<file path="config.mk">
export PLATFORM = sky130hd
export DESIGN_NAME = instr_fetch_unit_flat
export DESIGN_NICKNAME = d
export VERILOG_FILES = /design/src/rtl/imem_if.sv /design/src/rtl/instr_fetch_unit.sv /design/src/flat_wrapper.sv
export SDC_FILE = /design/constraint.sdc
export NUM_CORES = 1
export LEC_CHECK = 0
export ABC_AREA = 1
export BUFFER_PORTS_ARGS = -buffer_cell sky130_fd_sc_hd__clkbuf_2
export CAP_MARGIN = 20
export CORE_ASPECT_RATIO = 0.7
export CORE_MARGIN = 2
export CORE_UTILIZATION = 35
export DETAILED_ROUTE_END_ITERATION = 16
export PLACE_DENSITY_LB_ADDON = 0.15
export SYNTH_ARGS = -nofsm -noshare
export SYNTH_HDL_FRONTEND = slang
export SYNTH_SLANG_ARGS = --single-unit
</file>
<file path="constraint.sdc">
create_clock -name clk -period 3.5 [get_ports clk]
set_clock_uncertainty 0.1 [all_clocks]
set_input_delay 0.7 -clock clk [delete_from_list [all_inputs] [get_ports clk]]
set_output_delay 0.7 -clock clk [all_outputs]
set_load 0.01 [all_outputs]
</file>
<file path="src/rtl/imem_if.sv">
// Instruction-memory read port: single-cycle request pulse with word address,
// response qualified by rvalid.
interface imem_if;
    logic        req;
    logic [31:0] addr;
    logic        rvalid;
    logic [31:0] rdata;

    modport master (output req, output addr, input rvalid, input rdata);
    modport slave  (input req, input addr, output rvalid, output rdata);
endinterface

</file>
<file path="src/rtl/instr_fetch_unit.sv">
// Instruction fetch unit: issues one memory read per instruction, holds the
// returned word for decode, handles redirects, stalls and response timeouts.
module instr_fetch_unit #(
    parameter logic [31:0] RESET_PC = 32'h0000_0000,
    parameter int unsigned TIMEOUT  = 15
) (
    input  logic          clk,
    input  logic          reset,
    imem_if.master        imem,
    input  logic          pc_src,
    input  logic [31:0]   pc_target,
    input  logic          stall,
    output logic [31:0]   instr,
    output logic          instr_valid,
    output logic [31:0]   pc,
    output logic [31:0]   pc_plus4,
    output logic [6:0]    op,
    output logic [2:0]    funct3,
    output logic          funct7b5,
    output logic          fetch_err,
    output logic          misalign_err
);

    localparam logic [7:0] TIMEOUT_CNT = 8'(TIMEOUT);

    typedef enum logic [1:0] {BOOT, REQ, WAIT, HOLD} state_t;

    state_t      state;
    state_t      state_next;
    logic [7:0]  wait_cnt;
    logic        capture;
    logic        consume;
    logic        timeout_hit;

    always_ff @(posedge clk) begin
        if (reset) begin
            state <= BOOT;
        end else begin
            state <= state_next;
        end
    end

    // Responses outside WAIT are stale or duplicates and are simply dropped.
    always_comb begin
        state_next  = state;
        capture     = 1'b0;
        consume     = 1'b0;
        timeout_hit = 1'b0;
        case (state)
            BOOT: state_next = REQ;
            REQ:  state_next = WAIT;
            WAIT: begin
                if (imem.rvalid) begin
                    capture    = 1'b1;
                    state_next = HOLD;
                end else if (wait_cnt == TIMEOUT_CNT) begin
                    timeout_hit = 1'b1;
                    state_next  = REQ;
                end
            end
            HOLD: begin
                if (!stall) begin
                    consume    = 1'b1;
                    state_next = REQ;
                end
            end
            default: state_next = BOOT;
        endcase
    end

    always_ff @(posedge clk) begin
        if (reset) begin
            pc           <= RESET_PC;
            instr        <= '0;
            wait_cnt     <= '0;
            fetch_err    <= 1'b0;
            misalign_err <= 1'b0;
        end else begin
            if (state == REQ) begin
                wait_cnt <= '0;
            end else if (state == WAIT && !capture && !timeout_hit) begin
                wait_cnt <= wait_cnt + 8'd1;
            end
            if (capture) begin
                instr <= imem.rdata;
            end
            if (timeout_hit) begin
                fetch_err <= 1'b1;
            end
            // Misaligned redirect targets are forced onto the word boundary.
            if (consume) begin
                if (pc_src) begin
                    pc <= {pc_target[31:2], 2'b00};
                    if (pc_target[1:0] != 2'b00) begin
                        misalign_err <= 1'b1;
                    end
                end else begin
                    pc <= pc + 32'd4;
                end
            end
        end
    end

    assign imem.req    = (state == REQ);
    assign imem.addr   = pc;
    assign instr_valid = (state == HOLD);
    assign pc_plus4    = pc + 32'd4;
    assign op          = instr_valid ? instr[6:0]   : 7'd0;
    assign funct3      = instr_valid ? instr[14:12] : 3'd0;
    assign funct7b5    = instr_valid ? instr[30]    : 1'b0;

endmodule

</file>
<file path="src/flat_wrapper.sv">
// flat-port wrapper written by rule: the top's interface ports become plain ports
module instr_fetch_unit_flat 
#(
    parameter logic [31:0] RESET_PC = 32'h0000_0000,
    parameter int unsigned TIMEOUT  = 15
)
  (clk, reset, pc_src, pc_target, stall, instr, instr_valid, pc, pc_plus4, op, funct3, funct7b5, fetch_err, misalign_err, imem_req, imem_addr, imem_rvalid, imem_rdata);
  imem_if imem_i ();
  input  logic clk;
  input  logic reset;
  input  logic pc_src;
  input  logic [31:0] pc_target;
  input  logic stall;
  output logic [31:0] instr;
  output logic instr_valid;
  output logic [31:0] pc;
  output logic [31:0] pc_plus4;
  output logic [6:0] op;
  output logic [2:0] funct3;
  output logic funct7b5;
  output logic fetch_err;
  output logic misalign_err;
  output wire logic [$bits(imem_i.req)-1:0] imem_req;
  output wire logic [$bits(imem_i.addr)-1:0] imem_addr;
  input wire logic [$bits(imem_i.rvalid)-1:0] imem_rvalid;
  input wire logic [$bits(imem_i.rdata)-1:0] imem_rdata;
  assign imem_req = imem_i.req;
  assign imem_addr = imem_i.addr;
  assign imem_i.rvalid = imem_rvalid;
  assign imem_i.rdata = imem_rdata;
  instr_fetch_unit #(.RESET_PC(RESET_PC), .TIMEOUT(TIMEOUT)) u_core (.clk(clk), .reset(reset), .imem(imem_i), .pc_src(pc_src), .pc_target(pc_target), .stall(stall), .instr(instr), .instr_valid(instr_valid), .pc(pc), .pc_plus4(pc_plus4), .op(op), .funct3(funct3), .funct7b5(funct7b5), .fetch_err(fetch_err), .misalign_err(misalign_err));
endmodule
</file>
==> results of run 1 <==
## cell families after synthesis
group           synth area share (%)
flops                          34.85
xor+xnor                       4.710
simple gates                   31.03
buf+inv                        14.63
compound gates                 13.22
fa+ha+maj                      1.472
other cells                  0.08823
## layer usage
layer,vias up,GRT usage (%),share of wire [%]
met1,2028,26.27,48
met2,155,28.66,43
met3,9,6.161,8.2
met4,2,4.688,0.80
met5,-,0,0.10
li1,2270,-,-
## cells in the mapped netlist
library cell	n
a31oi_1	7
o21a_1	1
dfxtp_1	74
nand2_2	6
nand4_1	4
a211oi_1	1
a22o_1	8
and2_1	5
o21bai_1	1
xor2_1	4
buf_1	3
nand3_1	22
ha_1	5
xnor2_1	4
nand2_1	149
nor2_1	104
nand2_4	2
nor2_2	3
xor2_2	8
inv_2	2
buf_2	5
clkbuf_1	14
nor2_4	11
buf_4	36
conb_1	1
inv_1	68
a21oi_1	32
o21ai_0	53
## registers in the layout, summed over array words and instances (netlist names)
name / flops
u_core.fetch_err: 1
u_core.imem.addr: 30
u_core.instr: 32
u_core.misalign_err: 1
u_core.state: 2
u_core.wait_cnt: 8
## worst reg2reg max path: stages, from the launching register on
cell	delay, ps
dfxtp_1	360
ha_1	490
nand2_2	370
inv_2	340
nand2_1	130
inv_2	440
nand2_1	130
o21ai_0	110
inv_1	60
a21oi_1	130
## worst max-delay path by stage
stage,to,cells after the start,start
after global routing,u_core.imem.addr[21],9,u_core.state[1]
after CTS,pc_plus4[22],8,u_core.imem.addr[2]
final,pc_plus4[22],8,u_core.imem.addr[2]
after floorplan,pc_plus4[22],7,u_core.imem.addr[2]
after detailed placement,u_core.imem.addr[14],8,u_core.state[1]
after global placement,u_core.imem.addr[17],8,u_core.state[0]
## per-stage QoR
stage,cell area [µm²],utilization (%),hold slack [ps]
6_report,5514,46.86,353.4
5_1_grt,5514,46.86,377.8
4_1_cts,5514,46.86,360.3
3_5_place_dp,5172,43.96,350.2
3_3_place_gp,5172,43.96,338.6
2_1_floorplan,4269,-,347.5
## power by group
group	internal, W	switching (W)	total [W]
clock network	0.000697	0.000373	0.00107
logic	0.0000809	0.000112	0.000193
registers	0.000868	0.0000196	0.000888
## area by class of cell
| cell class | instances | area, µm² |
|---|---|---|
| clock inverter | 7 | 116.4 |
| fill | 1242 | 6254 |
| clock buffer | 9 | 225.2 |
| timing repair buffer | 210 | 1064 |
| multi-input combinational | 436 | 2168 |
| tap | 157 | 196.4 |
| inverter | 70 | 262.8 |
| sequential | 74 | 1481 |
==> impl_metrics.tcl, run 1 <==
set metrics [dict create \
    r2r_cells 9 \
    die_w_um 135.7 \
    overflow 0 \
    syn_to_final_growth_pct 29.73 \
    cts_resized 0 \
    slowest_delay_ps 440 \
    cts_max_level 3 \
    mostFrequentLayoutCell "clkbuf_2" \
    crit_path_frequent_cell "nor2_4" \
    worstSkewPairLatency_ps 330 \
    critPathLaunchType "register" \
    ys_ff_latch 74 \
    gp_congestion 0.9000 \
    portBuffers 205 \
    grt_max_degree 36 \
    grt_pass1_vias 3826 \
    yosys.cell_types.count 28 \
    holdBufCountCts 0 \
    vias_per_cell 4.636 \
    timing.rr.end "u_core.imem.addr[21]" \
    critPathTopFamily "simple AND/OR/NAND/NOR gates" \
    fin_crit_sh_pct 79.30 \
    cts_tree "yes" \
    status "finished, final reports clean" \
    cts-root-buf "clkbuf_16" \
    wire_per_inst_um 13.17 \
    min-delay-path-class "reg2reg" \
    cts_setup_buffers 0 \
    r2r_start "u_core.state[0]" \
    antenna_left 0 \
    arrival_ps 1980 \
    criticalPathCategory "reg2out" \
    avgSynthCellArea_um2 6.715 \
    hold_viol 0 \
    nets 875 \
    drt-pass1-iter-count 4 \
    critPathRequiredTime_ps 2700 \
    netlist_area_um2 4250 \
    initialDrtViolationCount 203 \
    grt_use_total_pct 19.02 \
    ys_seq_area_share_pct 34.85 \
    fin_cells 963 \
    fmax_mhz 360.3 \
    drcViolationCount 0 \
    fp.coreArea_um2 11770 \
    synthCells 633 \
    clock_sinks 74 \
    path_cells "ha_1, nand2_1, nor2_4, nand2_4, nor2_4, nand3_1, and2_1, clkbuf_2" \
    dpl.hpwl_um 9626 \
    grt_antenna_before_repair 1 \
    worst_slack_ps 724.6 \
    slew-limit-headroom_pct 40.51 \
    num_vias 4464 \
    path_clk_slew_ps 60 \
    crit_slowest_cell "dfxtp_1" \
    cellPowerDensity_nw_per_um2 389.8 \
    path_buf_inv 1 \
    dp.cells 947 \
    grt_setup_unrepaired "no" \
    die_h_um 96.20 \
    diodes 0 \
    numCtsBuffers 9 \
    design.die.area_um2 13060 \
    cts_buffer_depth 2 \
    worstMarginPinSlew_ps 891.3 \
    worstHoldStart "u_core.misalign_err" \
    p_leak_nw 2.623 \
    drive_above_1_share_pct 32.13 \
    cap_violations 0 \
    netlist.area_leader.share_pct 34.85 \
    worstPathMaxFanout 6 \
    yosys.area.top_type "dfxtp_1" \
    power_w 0.002150 \
    grt_pass1_wl_um 19360 \
    wl_um 12690 \
    fp-row-count 33 \
    peakVddDrop_uv 242.5 \
    tns_ps 0 \
    boundaryPins 212 \
    layout_min_cycle_time_ps 2775 \
    slew_violations 0 \
    ys.warnings.count 0 \
    regToRegSetupSlack_ps 780 \
    initial_core_util_pct 36.12 \
    end_kind "output pin" \
    min_path_cells 2 \
    layout_common_cells "clkbuf_2 (205), nand2_1 (149), nor2_1 (103), dfxtp_1 (74), inv_1 (68)" \
    post-place-ws_ps 733.5 \
    min_to "u_core.misalign_err" \
    ys_top_cells_by_area "dfxtp_1 (35%), nand2_1 (13%), nor2_1 (9.2%)" \
    setup_violations 0 \
]
Power figures use the tool's default switching activity.
==> inputs of run 2 (changes only) <==
ABC_AREA = 0   (was 1)
clock period = 2.9 ns   (was 3.5 ns; I/O delays follow)
==> impl_metrics.tcl, run 2 <==
set metrics [dict create \
    status "finished with violations" \
    violations "negative setup slack" \
    ys_seq_area_share_pct 35.26 \
    drcViolationCount 0 \
    mostFrequentLayoutCell "clkbuf_2" \
    critPathLaunchType "register" \
    largest_reg_flops 32 \
    wl_um 13520 \
    gp_congestion 0.8514 \
    min-delay-path-class "reg2reg" \
    die_w_um 135.0 \
    num_vias 4562 \
    cts_buffer_depth 2 \
    ys_async_sr_fraction_pct 0 \
    crit_path_end "pc_plus4[29]" \
    slew-limit-headroom_pct 64.77 \
    clock_sinks 74 \
    p_leak_nw 2.586 \
    antenna_left 0 \
    path_cells "nand4_1, or4_4, or4_4, xnor2_2, buf_2" \
    final_core_util_pct 48.94 \
    nets 816 \
    avgSynthCellArea_um2 7.611 \
    overflow 0 \
    tns_ps -43.04 \
    fmax_mhz 339.8 \
    fin_cells 904 \
    synth_edf_count 0 \
    worstSkewPairLatency_ps 340 \
    netlist_area_um2 4202 \
    fp.coreArea_um2 11730 \
    numCtsBuffers 9 \
    fp-row-count 33 \
    crit_path_frequent_cell "or4_4" \
    r2r_start "u_core.state[0]" \
    die_h_um 95.67 \
    wire_per_inst_um 14.96 \
    startpoint "u_core.imem.addr[5]" \
    vias_per_cell 5.046 \
    yosys.area.top_type "dfxtp_1" \
    grt_pass1_wl_um 20760 \
    synthTopCellsByCount "nand2_1 (97), dfxtp_1 (74), a21oi_1 (55), buf_4 (37), nor2_1 (36)" \
    grt_antenna_before_repair 0 \
    syn_to_final_growth_pct 36.60 \
    diodes 0 \
    worstMarginPinSlew_ps 521.5 \
    netlist.area_leader.share_pct 35.26 \
    peakVddDrop_uv 253.4 \
    path_clk_slew_ps 60 \
    grt_setup_unrepaired "yes" \
    ys.flop_type "dfxtp_1" \
    ys_top_cells_by_area "dfxtp_1 (35%), nand2_1 (8.7%), buf_4 (6.6%)" \
    layout_common_cells "clkbuf_2 (203), nand2_1 (97), dfxtp_1 (67), a21oi_1 (55), buf_4 (45)" \
    hold_viol 0 \
    initialDrtViolationCount 331 \
    synth_most_common_cell "nand2_1" \
    layout_min_cycle_time_ps 2943 \
    ys_ff_latch 74 \
    fin_crit_sh_pct 101.5 \
    cap_violations 0 \
    boundaryPins 212 \
    cellPowerDensity_nw_per_um2 423.2 \
    criticalPathCategory "reg2out" \
    drive_above_1_share_pct 39.09 \
    r2r_cells 5 \
    regMostFlops "u_core.instr" \
    dpl.hpwl_um 10170 \
    critPathTopFamily "simple AND/OR/NAND/NOR gates" \
    dp.cells 880 \
    critical_path_depth 5 \
    worstPathMaxFanout 2 \
    timing.rr.end "u_core.imem.addr[22]" \
    holdBufCountCts 0 \
    grt_max_degree 52 \
    grt_use_total_pct 20.68 \
    cts_max_level 3 \
    post-place-ws_ps 164.1 \
    setup_violations 1 \
    regToRegSetupSlack_ps 530 \
    ys.warnings.count 0 \
    critPathRequiredTime_ps 2220 \
    end_kind "output pin" \
    grt_pass1_vias 4025 \
    yosys.cell_types.count 52 \
    arrival_ps 2260 \
    worst_slack_ps -43.04 \
    synthCells 552 \
    drt-pass1-iter-count 4 \
    crit_slowest_cell "or4_4" \
    fillCellCount 1207 \
    path_buf_inv 1 \
    portBuffers 205 \
    cts_tree "yes" \
    slowest_delay_ps 580 \
    cts-root-buf "clkbuf_16" \
    initial_core_util_pct 35.83 \
    design.die.area_um2 12910 \
    slew_violations 0 \
]
[run 2: changes by cell type after synthesis, sizes merged, moves of 18 or more]
cell    change
a21oi      +23
clkbuf     +18
inv        -61
nand2      -60
nor2       -82
o21ai      -43
xnor2      +19
[run 2: worst min-delay path by stage]
stage	start	end	slack [ps]	cells past startpoint
after floorplan	u_core.misalign_err	u_core.misalign_err	370	2
after global placement	u_core.misalign_err	u_core.misalign_err	340	2
after detailed placement	u_core.misalign_err	u_core.misalign_err	340	2
after CTS	u_core.misalign_err	u_core.misalign_err	350	2
after global routing	imem_rdata[2]	u_core.instr[2]	360	3
final	u_core.misalign_err	u_core.misalign_err	350	2
[run 2: cells by family (layout without fill, tap and decap cells)]
group | count (synthesis) | after routing | synth area share (%)
multiplexers | 6 | 6 | 1.429
flip-flops | 74 | 74 | 35.26
other | 1 | 6 | 0.08925
buffers and inverters | 85 | 275 | 10.93
AO/OA/AOI/OAI | 113 | 113 | 16.68
AND/OR/NAND/NOR | 233 | 233 | 26.65
XOR/XNOR | 35 | 35 | 7.475
adder cells (fa/ha/maj) | 5 | 5 | 1.489
[run 2: layout make-up]
| type | instances | area (µm²) | share of cell area (%) |
|---|---|---|---|
| multi-input combinational | 398 | 2341 | 40.79 |
| sequential | 74 | 1493 | 26.01 |
| timing repair buffer | 250 | 1364 | 23.76 |
| clock buffer | 11 | 232.7 | 4.055 |
| tap | 157 | 196.4 | 3.423 |
| clock inverter | 5 | 78.83 | 1.373 |
| inverter | 9 | 33.78 | 0.5886 |
[run 2: repair_timing]
item	in CTS	in global routing
buffers inserted	3	5
pin swaps	4	8
resized for setup	7	15
endpoints found under the setup margin	8	17
[run 2: worst register-to-register path, stage by stage (launching register included)]
cell,delay (ps)
dfxtp_1,380
ha_1,480
nand2b_1,350
buf_4,300
or4_1,410
a31oi_1,260
[run 2: routing by layer]
layer  part of all wire [%]  up-vias  global-route usage, %
met5                      0        -                      0
met4                   0.81        0                  6.163
met3                    7.8        7                  5.476
met2                     41      187                  29.70
met1                     50     2118                  30.03
li1                       -     2250                      -
[run 2: power breakdown]
group | internal, W | leakage, nW | switching (W) | total (W)
Sequential | 0.00103 | 0.601 | 0.0000154 | 0.00105
Combinational | 0.0000856 | 1.83 | 0.000116 | 0.000202
Clock | 0.000752 | 0.153 | 0.000429 | 0.00118
Total | 0.00187 | 2.59 | 0.000560 | 0.00243
[run 2: through the flow]
| step | cell area, µm² | total power, W | hold slack [ps] |
|---|---|---|---|
| finish | 5739 | 0.002429 | 345.6 |
| global route | 5739 | 0.002534 | 358.6 |
| CTS | 5655 | 0.002466 | 348.2 |
| detailed placement | 5298 | 0.001271 | 339.0 |
| global placement | 5298 | 0.001268 | 336.8 |
| floorplan | 4220 | 0.001182 | 369.6 |
==> inputs of run 3 (changes only) <==
SKIP_CTS_REPAIR_TIMING = 1   (was not set)
==> impl_metrics.tcl, run 3 (same netlist as run 2, synthesis figures left out) <==
set metrics [dict create \
    status "finished with violations" \
    violations "negative setup slack" \
    dpl.hpwl_um 10170 \
    cts_max_level 3 \
    die_h_um 95.67 \
    worst_slack_ps -4.878 \
    peakVddDrop_uv 253.0 \
    fin_crit_sh_pct 100.2 \
    min_path_cells 2 \
    num_vias 4529 \
    criticalPathCategory "reg2out" \
    nets 812 \
    tns_ps -4.878 \
    slew_violations 0 \
    path_buf_inv 1 \
    critPathTopFamily "simple AND/OR/NAND/NOR gates" \
    hold_viol 0 \
    syn_to_final_growth_pct 36.09 \
    p_leak_nw 2.589 \
    vias_per_cell 5.032 \
    power_w 0.002432 \
    layout_common_cells "clkbuf_2 (204), nand2_1 (95), dfxtp_1 (64), a21oi_1 (55), buf_4 (41)" \
    slew-limit-headroom_pct 64.77 \
    cellInternalPower_w 0.001869 \
    design.die.area_um2 12910 \
    mostFrequentLayoutCell "clkbuf_2" \
    grt_pass1_vias 3995 \
    cts-root-buf "clkbuf_16" \
    die_w_um 135.0 \
    fmax_mhz 344.2 \
    worstPathMaxFanout 4 \
    grt_setup_unrepaired "yes" \
    cap_violations 0 \
    cellPowerDensity_nw_per_um2 425.3 \
    overflow 0 \
    path_cells "nand3_2, or4_4, or4_4, xnor2_2, buf_2" \
    clock_power_share_pct 48.7 \
    antenna_left 0 \
    fp.coreArea_um2 11730 \
    fillCellCount 1213 \
    worstSkewPairLatency_ps 340 \
    diodes 0 \
    initialDrtViolationCount 266 \
    worstMarginPinSlew_ps 521.5 \
    end_kind "output pin" \
    grt_use_total_pct 20.56 \
    drcViolationCount 0 \
    cts_buffer_depth 2 \
    gp_congestion 0.8514 \
    grt_pass1_wl_um 20580 \
    grt_max_degree 52 \
    boundaryPins 212 \
    final_core_util_pct 48.76 \
    numCtsBuffers 9 \
    slowest_delay_ps 560 \
    r2r_cells 5 \
    drt-pass1-iter-count 5 \
    timing.hold.ws_ps 345.6 \
    portBuffers 205 \
    initial_core_util_pct 35.83 \
    drive_above_1_share_pct 39.17 \
    crit_path_frequent_cell "or4_4" \
    seqPwrFrac_pct 43.0 \
    post-place-ws_ps 164.1 \
    layout_min_cycle_time_ps 2905 \
    min-delay-path-class "reg2reg" \
    critPathLaunchType "register" \
    critPathRequiredTime_ps 2220 \
    grt_antenna_before_repair 0 \
    switchingPower_w 0.0005632 \
    fp-row-count 33 \
    setup_violations 1 \
    wire_per_inst_um 14.94 \
    switching_share_pct 23.16 \
    cts_tree "yes" \
    clock_sinks 74 \
    arrival_ps 2220 \
    wl_um 13450 \
    regMostFlops "u_core.instr" \
    crit_slowest_cell "or4_4" \
    largest_reg_flops 32 \
    critical_path_depth 5 \
    path_clk_slew_ps 60 \
    p_comb_share_pct 8.3 \
]
## run 3: cell types whose count changed in the layout (fill, tap and decap cells not counted), sizes merged
cell | previous run | this run
buf | 47 | 42
clkbuf | 214 | 215
## run 3: cell type report
class / count / area [µm²] / share of cell area, %
clock buffer: 11 / 232.7 / 4.070
sequential: 74 / 1496 / 26.17
timing repair buffer: 246 / 1334 / 23.33
multi-input combinational: 398 / 2346 / 41.03
inverter: 9 / 33.78 / 0.5908
clock inverter: 5 / 78.83 / 1.379
tap: 157 / 196.4 / 3.435
## run 3: path summary, 6_finish.rpt
check / startpoint / endpoint / slack, ps
worst max-delay path: u_core.imem.addr[7] / pc_plus4[29] / -5
worst min-delay path: u_core.misalign_err / u_core.misalign_err / 350
worst max register to register: u_core.state[0] / u_core.imem.addr[22] / 520
worst min register to register: u_core.misalign_err / u_core.misalign_err / 350
## run 3: power groups by stage
stage               logic [W]  clock network [W]  registers (W)
floorplan            0.000112                  0        0.00107
global placement     0.000200                  0        0.00107
detailed placement   0.000202                  0        0.00107
CTS                  0.000203            0.00122        0.00105
global route         0.000224            0.00126        0.00105
finish               0.000202            0.00118        0.00105
## run 3: metal layers
metal | GRT usage (%) | wire [µm] | vias up
li1 | - | - | 2243
met4 | 6.250 | 120 | 0
met1 | 30.35 | 6718 | 2081
met2 | 29.15 | 5498 | 197
met3 | 5.051 | 1111 | 8
met5 | 0 | 0 | -
## run 3: tightest hold or removal path, stage by stage, from the launching register on
cell and delay [ps]:
dfxtp_1 310, inv_1 50, a21oi_1 50
## run 3: stage by stage
stage                     cell area [µm²]  instances
after detailed placement             5298        880
final                                5718        900
after floorplan                      4220        557
after global placement               5298        880
after CTS                            5609        896
after global routing                 5718        900
